**config.mk**
```make
export PLATFORM = sky130hd
export DESIGN_NAME = stream_sort_engine
export DESIGN_NICKNAME = d
export VERILOG_FILES = /design/src/rtl/stream_sort_engine.sv
export SDC_FILE = /design/constraint.sdc
export NUM_CORES = 2
export LEC_CHECK = 0
export ABC_AREA = 1
export CAP_MARGIN = 20
export CORE_ASPECT_RATIO = 0.9
export CORE_UTILIZATION = 25
export CTS_CLUSTER_SIZE = 25
export DETAILED_ROUTE_END_ITERATION = 8
export PLACE_DENSITY = 0.45
export SLEW_MARGIN = 20
export SYNTH_ARGS = -nofsm -noshare
export SYNTH_HDL_FRONTEND = slang
export SYNTH_SLANG_ARGS = --single-unit
export TNS_END_PERCENT = 5
```
**constraint.sdc**
```tcl
create_clock -name clk -period 30.4 [get_ports clk]
set_clock_uncertainty 0.1 [all_clocks]
set_input_delay 4.56 -clock clk [delete_from_list [all_inputs] [get_ports clk]]
set_output_delay 4.56 -clock clk [all_outputs]
set_load 0.02 [all_outputs]
```
**src/rtl/stream_sort_engine.sv**
```systemverilog
`default_nettype none
// ============================================================================
// Module   : stream_sort_engine
// Purpose  : Streaming frame sorter. Loads up to 2**LOG_N words over a
//            valid/ready stream, sorts them in place with an iterative
//            odd-even transposition engine (N phases), then drains the frame
//            in sorted order over a valid/ready stream.
// Revision : 1.0  initial release
// ============================================================================
module stream_sort_engine #(
   parameter int LOG_N      = 4,
   parameter int DATA_WIDTH = 32,
   parameter int SIGNED     = 0,
   parameter int ASCENDING  = 1
) (
   input  logic                  clk,
   input  logic                  rst,
   input  logic                  s_valid,
   output logic                  s_ready,
   input  logic [DATA_WIDTH-1:0] s_data,
   input  logic                  s_last,
   output logic                  m_valid,
   input  logic                  m_ready,
   output logic [DATA_WIDTH-1:0] m_data,
   output logic                  m_last,
   output logic [LOG_N:0]        m_len,
   output logic                  busy
);

   localparam int N  = 2 ** LOG_N;
   localparam int CW = LOG_N + 1;

   localparam logic [CW-1:0] C_LAST_IDX = CW'(N - 1);

   // Padding value that always sorts to the tail, so it never reaches the output.
   localparam logic [DATA_WIDTH-1:0] C_SENT =
      (ASCENDING != 0) ? ((SIGNED != 0) ? {1'b0, {(DATA_WIDTH-1){1'b1}}} : {DATA_WIDTH{1'b1}})
                       : ((SIGNED != 0) ? {1'b1, {(DATA_WIDTH-1){1'b0}}} : {DATA_WIDTH{1'b0}});

   typedef enum logic [1:0] {
      ST_LOAD  = 2'd0,
      ST_SORT  = 2'd1,
      ST_DRAIN = 2'd2
   } state_t;

   state_t                state_q;
   logic [DATA_WIDTH-1:0] mem_q  [N];
   logic [DATA_WIDTH-1:0] sort_d [N];
   logic [CW-1:0]         wr_cnt_q;
   logic [CW-1:0]         rd_cnt_q;
   logic [CW-1:0]         phase_q;
   logic [CW-1:0]         len_q;
   logic                  m_valid_q;
   logic [DATA_WIDTH-1:0] m_data_q;
   logic                  m_last_q;
   logic [CW-1:0]         m_len_q;

   logic                  w_close;
   logic [CW-1:0]         w_rd_nxt;

   // a sits at the lower index; return 1 when the pair must be exchanged.
   function automatic logic f_swap(input logic [DATA_WIDTH-1:0] a,
                                   input logic [DATA_WIDTH-1:0] b);
      logic a_gt_b;
      logic b_gt_a;
      if (SIGNED != 0) begin
         a_gt_b = ($signed(a) > $signed(b));
         b_gt_a = ($signed(b) > $signed(a));
      end else begin
         a_gt_b = (a > b);
         b_gt_a = (b > a);
      end
      return (ASCENDING != 0) ? a_gt_b : b_gt_a;
   endfunction

   assign s_ready  = (state_q == ST_LOAD) && !rst;
   assign busy     = (state_q != ST_LOAD);
   assign m_valid  = m_valid_q;
   assign m_data   = m_data_q;
   assign m_last   = m_last_q;
   assign m_len    = m_len_q;

   assign w_close  = s_last || (wr_cnt_q == C_LAST_IDX);
   assign w_rd_nxt = rd_cnt_q + CW'(1);

   // One compare-exchange phase: even phase pairs start at 0, odd phase at 1.
   always_comb begin
      for (int i = 0; i < N; i++) begin
         sort_d[i] = mem_q[i];
      end
      for (int i = 0; i < N - 1; i++) begin
         if (i[0] == phase_q[0]) begin
            if (f_swap(mem_q[i], mem_q[i+1])) begin
               sort_d[i]   = mem_q[i+1];
               sort_d[i+1] = mem_q[i];
            end
         end
      end
   end

   // Control FSM, frame buffer and registered output stage.
   always_ff @(posedge clk or posedge rst) begin
      if (rst) begin
         state_q   <= ST_LOAD;
         wr_cnt_q  <= '0;
         rd_cnt_q  <= '0;
         phase_q   <= '0;
         len_q     <= '0;
         m_valid_q <= 1'b0;
         m_data_q  <= '0;
         m_last_q  <= 1'b0;
         m_len_q   <= '0;
         for (int i = 0; i < N; i++) begin
            mem_q[i] <= '0;
         end
      end else begin
         case (state_q)
            ST_LOAD: begin
               if (s_valid) begin
                  for (int i = 0; i < N; i++) begin
                     if (CW'(i) == wr_cnt_q) begin
                        mem_q[i] <= s_data;
                     end else if (w_close && (CW'(i) > wr_cnt_q)) begin
                        mem_q[i] <= C_SENT;
                     end
                  end
                  if (w_close) begin
                     len_q    <= wr_cnt_q + CW'(1);
                     wr_cnt_q <= '0;
                     phase_q  <= '0;
                     state_q  <= ST_SORT;
                  end else begin
                     wr_cnt_q <= wr_cnt_q + CW'(1);
                  end
               end
            end

            ST_SORT: begin
               for (int i = 0; i < N; i++) begin
                  mem_q[i] <= sort_d[i];
               end
               if (phase_q == C_LAST_IDX) begin
                  phase_q  <= '0;
                  rd_cnt_q <= '0;
                  state_q  <= ST_DRAIN;
               end else begin
                  phase_q <= phase_q + CW'(1);
               end
            end

            ST_DRAIN: begin
               if (!m_valid_q) begin
                  // First drain cycle primes the output register with slot 0.
                  m_valid_q <= 1'b1;
                  m_data_q  <= mem_q[0];
                  m_last_q  <= (len_q == CW'(1));
                  m_len_q   <= len_q;
               end else if (m_ready) begin
                  if (m_last_q) begin
                     m_valid_q <= 1'b0;
                     m_data_q  <= '0;
                     m_last_q  <= 1'b0;
                     m_len_q   <= '0;
                     rd_cnt_q  <= '0;
                     state_q   <= ST_LOAD;
                  end else begin
                     rd_cnt_q <= w_rd_nxt;
                     m_data_q <= mem_q[w_rd_nxt[LOG_N-1:0]];
                     m_last_q <= (w_rd_nxt == (len_q - CW'(1)));
                  end
               end
            end

            default: begin
               state_q <= ST_LOAD;
            end
         endcase
      end
   end

endmodule
`default_nettype wire

```
==> impl_metrics.csv <==
group,metric,value,unit
synth,synth.yosys.seq_area_share,0.245,
die,rows,168,
die,die_y,461,um
setup_path,worstPathArrival,5.83,ns
routing,drt_iter0_drc,8583,
timing,relSlewSlack,0.210,
setup_path,startpoint_type,"input port",
setup_path,crit_required,25.74,ns
global_route,grt_overflow,0,
synth,syn_area,58600,sq um
routing,vias_per_cell,5.35,
routing,drt-total-wl,294,mm
global_route,grt_pass1_wl,429,mm
die,ioPinCount,78,
clock_tree,cts_tree,"done",
global_route,grt_pass1_vias,60277,
synth,synth-edff-count,0,
finish,layout_commonest_cell,"nand2_1",
worst_hold_path,hold_path_depth,2,
finish,final_area,64500,sq um
synth,synthesis.nets,10188,
timing,max_freq,95.3,MHz
global_route,grt_usage,0.241,
setup_path,worst_setup_path_end_kind,"output pin",
timing,tns,0,ns
synth,synth-main-ff-cell,"dfrtp_1",
global_route,grt_max_degree,193,
placed_design,portBuffers,77,
finish,fill_cells,26073,
routing,wl_per_cell,23.8,um
synth,postSynthAreaPerCell,6.06,sq um
finish,area_delta_synth_final,10.0,%
synth,yosysUniqueCellTypes,48,
setup_path,worstPathMaxFanout,2,
routing,vias,66045,
routing,antenna_left,0,
timing,worst_slew_pin_slew,1.18,ns
clock_tree,cts.sinks,573,
routing,drtPass1Iterations,9,
synth,async_flop_share,1.00,
status,status,"finished, final reports clean",
clock_tree,clk_pin_slew_worst_paths,0.06,ns
die,die-width,512,um
routing,drc,0,
finish,fin_nets,9749,
die,fp.coreArea,233000,sq um
timing,period_minus_slack,10.49,ns
clock_tree,clockBufferDepth,3,
finish,multi_input_comb_area,37400,sq um
die,initial_core_util,0.252,
timing,fin_crit_sh,0.345,
synth,synth_warnings,0,
clock_tree,clkLatencyLatePin,0.74,ns
timing,finalMaxSlewViolations,0,
clock_tree,htreeDepth,3,
timing,setup_viol,0,
global_route,grt_antenna_before_repair,5,
clock_tree,ctsResizeCount,0,
finish,drive_gt1_frac,0.0408,
timing,rsz0062_at_grt,"false",
clock_tree,cts_hold_buffers,0,
synth,synthCells,9664,
clock_tree,cts_buffers,83,
placed_design,place_area,61800,sq um
clock_tree,post_cts_buffers,0,
timing,worst_hold_slack,0.393,ns
setup_path,rr_worst_depth,12,
worst_hold_path,holdCritPathClass,"reg2reg",
setup_path,path_class,"in2out",
run,max_cap_violations,0,
timing,hold_violations,0,
synth,ys_seq_elements,573,
placed_design,dp_hpwl,200,mm
placed_design,gp_congestion,0.914,
finish,final-seq-area,14300,sq um
die,die-area,236000,sq um
finish,layout_common_cells,"nand2_1, nand3_1, a21oi_1",
placed_design,dp_cells,12200,
clock_tree,ctsRootBufferMaster,"clkbuf_16",
finish,instances_no_fill,12350,
==> synthesized netlist by cell type, types with 2 or more instances <==
cell type | number | area (sq um)
a21oi_1 | 1345 | 6730
xor2_1 | 7 | 61.3
o21bai_1 | 12 | 90.1
o21ai_0 | 485 | 2430
o2111ai_1 | 2 | 17.5
dfrtp_1 | 573 | 14300
nor4_1 | 8 | 50.1
buf_2 | 87 | 435
clkinv_1 | 2 | 7.51
nand4_1 | 129 | 807
buf_6 | 9 | 101
o22ai_1 | 4 | 25.0
nor2_2 | 5 | 31.3
o211ai_1 | 13 | 97.6
a31oi_1 | 32 | 200
nand3b_1 | 2 | 15.0
o21a_1 | 62 | 465
inv_1 | 1118 | 4200
nor2_4 | 3 | 33.8
nand2_2 | 2 | 12.5
clkbuf_1 | 530 | 1990
nor3_1 | 18 | 90.1
o21ai_1 | 33 | 165
ha_1 | 487 | 6090
a22oi_1 | 32 | 240
nand3_1 | 1756 | 8790
buf_1 | 94 | 353
nand2_1 | 2043 | 7670
nor2_1 | 708 | 2660
o31ai_1 | 2 | 15.0
a21boi_0 | 3 | 22.5
xnor2_1 | 2 | 17.5
a21o_1 | 3 | 22.5
buf_4 | 14 | 105
inv_2 | 26 | 97.6
==> registers in the layout (all words and copies together) (netlist names) <==
signal	flops
state_q	2
m_valid	1
m_last	1
rd_cnt_q	5
phase_q	5
mem_q	512
m_len	5
m_data	32
wr_cnt_q	5
len_q	5
==> final cells by class <==
| cell class | instances | share of cell area |
|---|---|---|
| multi-input combinational | 7211 | 0.580 |
| sequential | 573 | 0.222 |
| inverter | 1146 | 0.0671 |
| tap | 3060 | 0.0594 |
| clock buffer | 121 | 0.0380 |
| timing repair buffer | 210 | 0.0289 |
| clock inverter | 27 | 0.00425 |
| antenna | 2 | 0.0000776 |
==> cells by family (layout without fill, tap and decap cells) <==
logic type / after synthesis / count (layout) / share of synthesized area
other: 0 / 2 / 0
AO/OA/AOI/OAI: 2034 / 2034 / 0.180
buffers and inverters: 1880 / 1504 / 0.124
AND/OR/NAND/NOR: 4680 / 4680 / 0.345
adder cells (fa/ha/maj): 487 / 487 / 0.104
flip-flops: 573 / 573 / 0.245
XOR/XNOR: 10 / 10 / 0.00162
==> path summary, 6_finish.rpt <==
| check | startpoint | end | slack, ns |
|---|---|---|---|
| max | rst | s_ready | 19.91 |
| min | m_data[2] | m_data[2] | 0.39 |
| max reg2reg | wr_cnt_q[0] | mem_q[375] | 25.45 |
| min reg2reg | m_data[2] | m_data[2] | 0.39 |
| max in group asynchronous | rst | mem_q[361] | 23.13 |
| min in group asynchronous | rst | mem_q[206] | 4.28 |
==> per-layer routing <==
layer  vias up  part of all wire  GRT usage
met2      3060              0.39      0.330
met4         2             0.052      0.118
met3       425             0.088     0.0401
met1     31407              0.47      0.359
li1      31151                 -          -
met5         -          0.000044          0
==> metrics by stage <==
step	utilization	setup slack, ns
global placement	0.265	19.83
CTS	0.277	19.90
global route	0.277	19.88
finish	0.277	19.91
floorplan	-	9.71
detailed placement	0.265	19.90
==> worst max-delay path, stage by stage <==
cell             delay [ns]
clkdlybuf4s50_1        0.51
nor2_1                 0.14
clkdlybuf4s50_1        0.61
Power is left out: the tool's default activity adds up to more than one toggle a clock period on the data nets, which glitch-free logic cannot reach.
